<file path="config.mk">
export PLATFORM = sky130hd
export DESIGN_NAME = calc_sequencer
export DESIGN_NICKNAME = d
export VERILOG_FILES = /design/src/rtl/calc_pkg.sv /design/src/rtl/calc_prog_mem.sv /design/src/rtl/calc_sequencer.sv
export SDC_FILE = /design/constraint.sdc
export NUM_CORES = 1
export LEC_CHECK = 0
export ABC_AREA = 1
export CAP_MARGIN = 20
export CORE_UTILIZATION = 27
export CTS_CLUSTER_SIZE = 14
export DETAILED_ROUTE_END_ITERATION = 7
export PLACE_DENSITY = 0.44
export REMOVE_ABC_BUFFERS = 1
export SYNTH_ARGS = -nofsm -noshare
export SYNTH_HDL_FRONTEND = slang
export SYNTH_SLANG_ARGS = --single-unit
</file>
<file path="constraint.sdc">
create_clock -name clk -period 2.7 [get_ports clk]
set_input_delay 0.27 -clock clk [delete_from_list [all_inputs] [get_ports clk]]
set_output_delay 0.27 -clock clk [all_outputs]
set_load 0.01 [all_outputs]
</file>
<file path="src/rtl/calc_pkg.sv">
// Shared definitions for the calculator sequencer: instruction layout, opcodes, NOP word, FSM states.
package calc_pkg;

  localparam int INSTR_W  = 11;
  localparam int CTRL_LSB = 8;
  localparam int CTRL_W   = 3;
  localparam int IMM_LSB  = 4;
  localparam int IMM_W    = 4;
  localparam int RD_LSB   = 2;
  localparam int WE_LSB   = 0;
  localparam int REG_W    = 2;

  localparam logic [CTRL_W-1:0] OP_AND = 3'b000;
  localparam logic [CTRL_W-1:0] OP_ADD = 3'b010;
  localparam logic [CTRL_W-1:0] OP_SUB = 3'b110;
  localparam logic [CTRL_W-1:0] OP_SLT = 3'b111;

  typedef struct packed {
    logic [CTRL_W-1:0] control;
    logic [IMM_W-1:0]  immediate;
    logic [REG_W-1:0]  rd_addr;
    logic [REG_W-1:0]  we_addr;
  } instr_t;

  // r0 = r0 + 0: leaves the calculator state untouched
  localparam logic [INSTR_W-1:0] NOP_WORD = {OP_ADD, 4'd0, 2'd0, 2'd0};

  typedef enum logic [1:0] {
    ST_IDLE,
    ST_RUN,
    ST_DONE
  } state_t;

  function automatic instr_t decode(input logic [INSTR_W-1:0] w);
    instr_t i;
    i.control   = w[CTRL_LSB +: CTRL_W];
    i.immediate = w[IMM_LSB +: IMM_W];
    i.rd_addr   = w[RD_LSB +: REG_W];
    i.we_addr   = w[WE_LSB +: REG_W];
    return i;
  endfunction

endpackage

</file>
<file path="src/rtl/calc_prog_mem.sv">
// Program store: synchronous write, asynchronous read, no reset so a loaded program survives rst_n.
module calc_prog_mem #(
  parameter int DEPTH  = 16,
  parameter int ADDR_W = 4,
  parameter int DATA_W = 11
) (
  input  logic              clk,
  input  logic              we,
  input  logic [ADDR_W-1:0] waddr,
  input  logic [DATA_W-1:0] wdata,
  input  logic [ADDR_W-1:0] raddr,
  output logic [DATA_W-1:0] rdata
);

  logic [DATA_W-1:0] mem [DEPTH];

  always_ff @(posedge clk) begin
    if (we) mem[waddr] <= wdata;
  end

  assign rdata = mem[raddr];

endmodule

</file>
<file path="src/rtl/calc_sequencer.sv">
// Streams a stored program to the calculator, one instruction per cycle with no stalls;
// NOP is presented outside RUN, done pulses for one cycle at the end of each run.
module calc_sequencer
  import calc_pkg::*;
#(
  parameter int PROG_DEPTH = 16
) (
  input  logic        clk,
  input  logic        rst_n,
  input  logic        prog_we,
  input  logic [3:0]  prog_addr,
  input  logic [10:0] prog_data,
  input  logic        start,
  input  logic [4:0]  len,
  output logic [2:0]  calc_control,
  output logic [3:0]  calc_immediate,
  output logic [1:0]  calc_rd_addr,
  output logic [1:0]  calc_we_addr,
  input  logic [3:0]  calc_rd_data,
  output logic        busy,
  output logic        done,
  output logic [3:0]  pc,
  output logic [3:0]  result
);

  localparam logic [4:0] MAX_LEN = 5'(PROG_DEPTH);

  state_t             state_q, state_nxt;
  logic [4:0]         len_q;
  logic [4:0]         len_clamped;
  logic               last_issue;
  logic               mem_we;
  logic [INSTR_W-1:0] instr_word;
  instr_t             cur_instr, out_instr;

  assign len_clamped = (len > MAX_LEN) ? MAX_LEN : len;
  assign last_issue  = ({1'b0, pc} == (len_q - 5'd1));
  assign mem_we      = prog_we && (state_q == ST_IDLE);

  calc_prog_mem #(
    .DEPTH  (PROG_DEPTH),
    .ADDR_W (4),
    .DATA_W (INSTR_W)
  ) u_prog_mem (
    .clk   (clk),
    .we    (mem_we),
    .waddr (prog_addr),
    .wdata (prog_data),
    .raddr (pc),
    .rdata (instr_word)
  );

  always_ff @(posedge clk or negedge rst_n) begin
    if (!rst_n) state_q <= ST_IDLE;
    else        state_q <= state_nxt;
  end

  always_comb begin
    state_nxt = state_q;
    case (state_q)
      ST_IDLE: if (start) state_nxt = (len_clamped == 5'd0) ? ST_DONE : ST_RUN;
      ST_RUN:  if (last_issue) state_nxt = ST_DONE;
      ST_DONE: state_nxt = ST_IDLE;
      default: state_nxt = ST_IDLE;
    endcase
  end

  // pc holds on the final issue so it never wraps past the last entry
  always_ff @(posedge clk or negedge rst_n) begin
    if (!rst_n) begin
      pc     <= 4'd0;
      len_q  <= 5'd0;
      result <= 4'd0;
    end else begin
      case (state_q)
        ST_IDLE: begin
          if (start) begin
            pc    <= 4'd0;
            len_q <= len_clamped;
          end
        end
        ST_RUN: begin
          result <= calc_rd_data;
          if (!last_issue) pc <= pc + 4'd1;
        end
        default: ;
      endcase
    end
  end

  assign cur_instr = decode(instr_word);

  always_comb begin
    out_instr = decode(NOP_WORD);
    busy      = 1'b0;
    done      = 1'b0;
    case (state_q)
      ST_RUN: begin
        out_instr = cur_instr;
        busy      = 1'b1;
      end
      ST_DONE: done = 1'b1;
      default: ;
    endcase
  end

  assign calc_control   = out_instr.control;
  assign calc_immediate = out_instr.immediate;
  assign calc_rd_addr   = out_instr.rd_addr;
  assign calc_we_addr   = out_instr.we_addr;

endmodule

</file>
==> reports/results.ini, run 1 <==
[power_and_ir_drop]
switchingPower_w=0.003383
power_density_nw_per_um2=981.2
pwr-share-comb=0.351
seq_power_share=0.362
internal_power_w=0.006225
clockPowerShare=0.287
power_switching_share=0.3521
p_leak_nw=3.444
irDropWorstVdd_v=0.0004337

[sta]
timing.final.crit_period_ns=2.729
layout_worst_path_cycle_share=1.011
setup_viol_count_final=2
timing.clock.skew_ns=0.01117
tightest_slew_ns=0.8455
clock.fmax_mhz=366.4
whs_ns=0.3182
hold_fails_final_rpt=0
setup_slack_ns=-0.02945
grt_setup_unrepaired=yes
maxSlewViolCount=0
worst_slew_margin_rel=0.4345

[logic_synthesis]
synth_seq_area_share=0.7154
postSynthCellCount=664
syn-cell-area_um2=7913
syn_avg_cell_area_um2=11.92
ys_top_cells_by_area=edfxtp_1 67%, nor2_1 7.7%, dfrtp_1 4.7%, o211ai_1 3.7%, o21ai_0 3.7%
synth.ff_latch_count=191
yosysTopAreaCellShare=0.6679
yosysWarningCount=0
synth_cell_type_count=23
synth_top_area_cell=edfxtp_1

[worst_setup_path]
cp.buffers_inverters=3
setup.worst_path.end_class=primary output
path_class=reg -> out
cp.arrival_ns=2.46
timing.critical_path.slowest_stage_cell=clkdlybuf4s50_1
max_stage_delay_ns=0.58
cp_cell_sequence=inv_4 -> buf_12 -> nor2_1 -> o21ai_0 -> nand3_1 -> a21oi_2 -> clkdlybuf4s50_1
critical-path-top-delay-family=buffers and inverters
critPathLaunchType=flip-flop
crit_path_max_fanout=26
crit_required_ns=2.43

[floorplan]
floorplan.initialDensity=0.2749
placeable_area_um2=28780
die_h_um=173.2
total_i_o_pin_count=49
die_area_um2=29990
die_width_um=173.2
std_cell_rows=62

[clocking]
post_cts_hold_buffer_count=0
latest_clock_arrival_within_the_worst_skew_pair_ns=0.44
tritoncts=built
numCtsBuffers=17
clkSinkCount=191
htreeDepth=4
clk_transition_reported_paths_ns=0.07
ctsLongestPathBuffers=2
clk_root_buffer_cell=clkbuf_16

[drt]
post_drt_wl_per_cell_um=19.27
drt-met1-wl_um=10550
drt-pass1-iter-count=4
detail_route.iter0.violations=546
vias=5373
met2WireLength_um=9900
drc=0
top_signal_layer_used=met4
antenna_viol_nets_final=0
via_per_inst=4.709
routed_wl_um=21980
met3RoutedLength_um=1167

[finish]
area_growth_pct=23.75
num-fill-cells=2810
final_cell_count_no_fill=1141
finalCoreUtilization=0.3402
finalNetCount=774
antenna_cells=0
commonest_non_fill_non_tap_cell_in_the_layout=edfxtp_1
final_cell_mix=176 x edfxtp_1, 162 x nor2_1, 58 x o21ai_0, 45 x nand2_1, 42 x buf_4
drive_above_1_share=0.1176

[global_route]
grt_pass1_wl_um=33440
maximum_number_of_pins_on_one_net_before_global_route_repair=30
via_count_of_the_first_global_routing_pass=5305
global_route.usage.total=0.1521
antenna_found_initial=0
overflow=0

[place]
detailedPlacementHpwl_um=13500
gp_routability_congestion=0.7824
placement.io_buffers=48
dp.cells=1102

[hold_path]
min-delay-path-class=in -> async

[run_status]
violations=setup timing
status=complete, but fails checks

[flow_run]
maxCapViolations=0

cell usage after synthesis, drive strengths merged:
cell	count
nor3	1
xor2	1
nand3	38
clkbuf	16
dfrtp	15
o22ai	4
o211ai	39
xnor2	2
nor2	162
nand4	1
inv	32
buf	22
edfxtp	176
o21ai	89
ha	2
a31oi	1
a21oi	18
nand2	45
flip-flops by register name, summed over array words and instances, names as in the netlist:
name            cells
pc                  4
len_q               5
state_q             2
u_prog_mem.mem    176
result              4
worst paths after layout:
check	start	to	slack (ns)	cells past startpoint
worst max-delay path	pc[0]	calc_rd_addr[1]	-0.03	7
worst min-delay path	rst_n	result[2]	0.32	1
worst max register to register	state_q[0]	u_prog_mem.mem[3][3]	0.66	6
worst min register to register	result[0]	result[0]	0.48	2
max in group asynchronous	rst_n	pc[1]	1.80	1
min in group clk	calc_rd_data[3]	result[3]	0.39	3
metrics by stage:
step                      power [W]  instance area [µm²]  worst slack [ns]  setup TNS (ns)
after global routing        0.01017                 9792           -0.1288         -0.2411
after CTS                  0.009720                 9781          -0.06457         -0.1634
after floorplan            0.005328                 7670            -1.351          -20.77
after detailed placement   0.006740                 8989            0.3139               0
final                      0.009608                 9792          -0.02945        -0.03424
after global placement     0.006707                 8989            0.3138               0
cell type report:
class                      count  area, µm²  share of cell area
clock buffer                  17      425.4             0.04344
clock inverter                15      239.0             0.02441
inverter                      32      126.4             0.01291
multi-input combinational    403       1893              0.1933
sequential                   191       5663              0.5783
tap                          384      480.5             0.04907
timing repair buffer          99      964.7             0.09852
power groups by stage:
stage	clock network (W)	registers (W)	logic (W)
2_1_floorplan	0	0.00376	0.00157
3_5_place_dp	0	0.00356	0.00318
4_1_cts	0.00283	0.00348	0.00341
3_3_place_gp	0	0.00355	0.00315
5_1_grt	0.00294	0.00350	0.00373
6_report	0.00276	0.00348	0.00337
worst register-to-register path, cell delays in order (launching register included):
cell and delay (ns):
dfrtp_1 0.40, nor2_1 0.10, inv_1 0.05, nor2_1 0.26, nand3_1 0.21, nor2_1 0.43, buf_4 0.29
routing by layer:
layer,GRT usage,vias up
met5,0,-
met1,0.2194,2651
met3,0.03408,20
met2,0.2287,177
li1,-,2525
met4,0.04277,0
logic make-up (layout without fill, tap and decap cells):
kind of cell    count (synthesis)  after routing  synth area share
compound gates                151            151            0.1086
xor+xnor                        3              3          0.003321
fa+ha+maj                       2              2          0.003162
buf+inv                        70            163           0.04586
flops                         191            191            0.7154
simple gates                  247            247            0.1237
timing repair:
action,4_1_cts,5_1_grt
resized for setup,13,6
buffers inserted,5,0
cloned,2,0
pin swaps,0,0
endpoints found under the setup margin,11,4
(Power assumes the default switching activity.)
==> run 2, diff against run 1 <==
--- a/config.mk
+++ b/config.mk
@@ -8,6 +8,7 @@
 export ABC_AREA = 1
 export CAP_MARGIN = 20
 export CORE_UTILIZATION = 27
+export CTS_CLUSTER_DIAMETER = 40
 export CTS_CLUSTER_SIZE = 14
 export DETAILED_ROUTE_END_ITERATION = 7
 export PLACE_DENSITY = 0.44
==> results of run 2 <==
The final DEF is identical to that of run 1; final timing and power are the same.
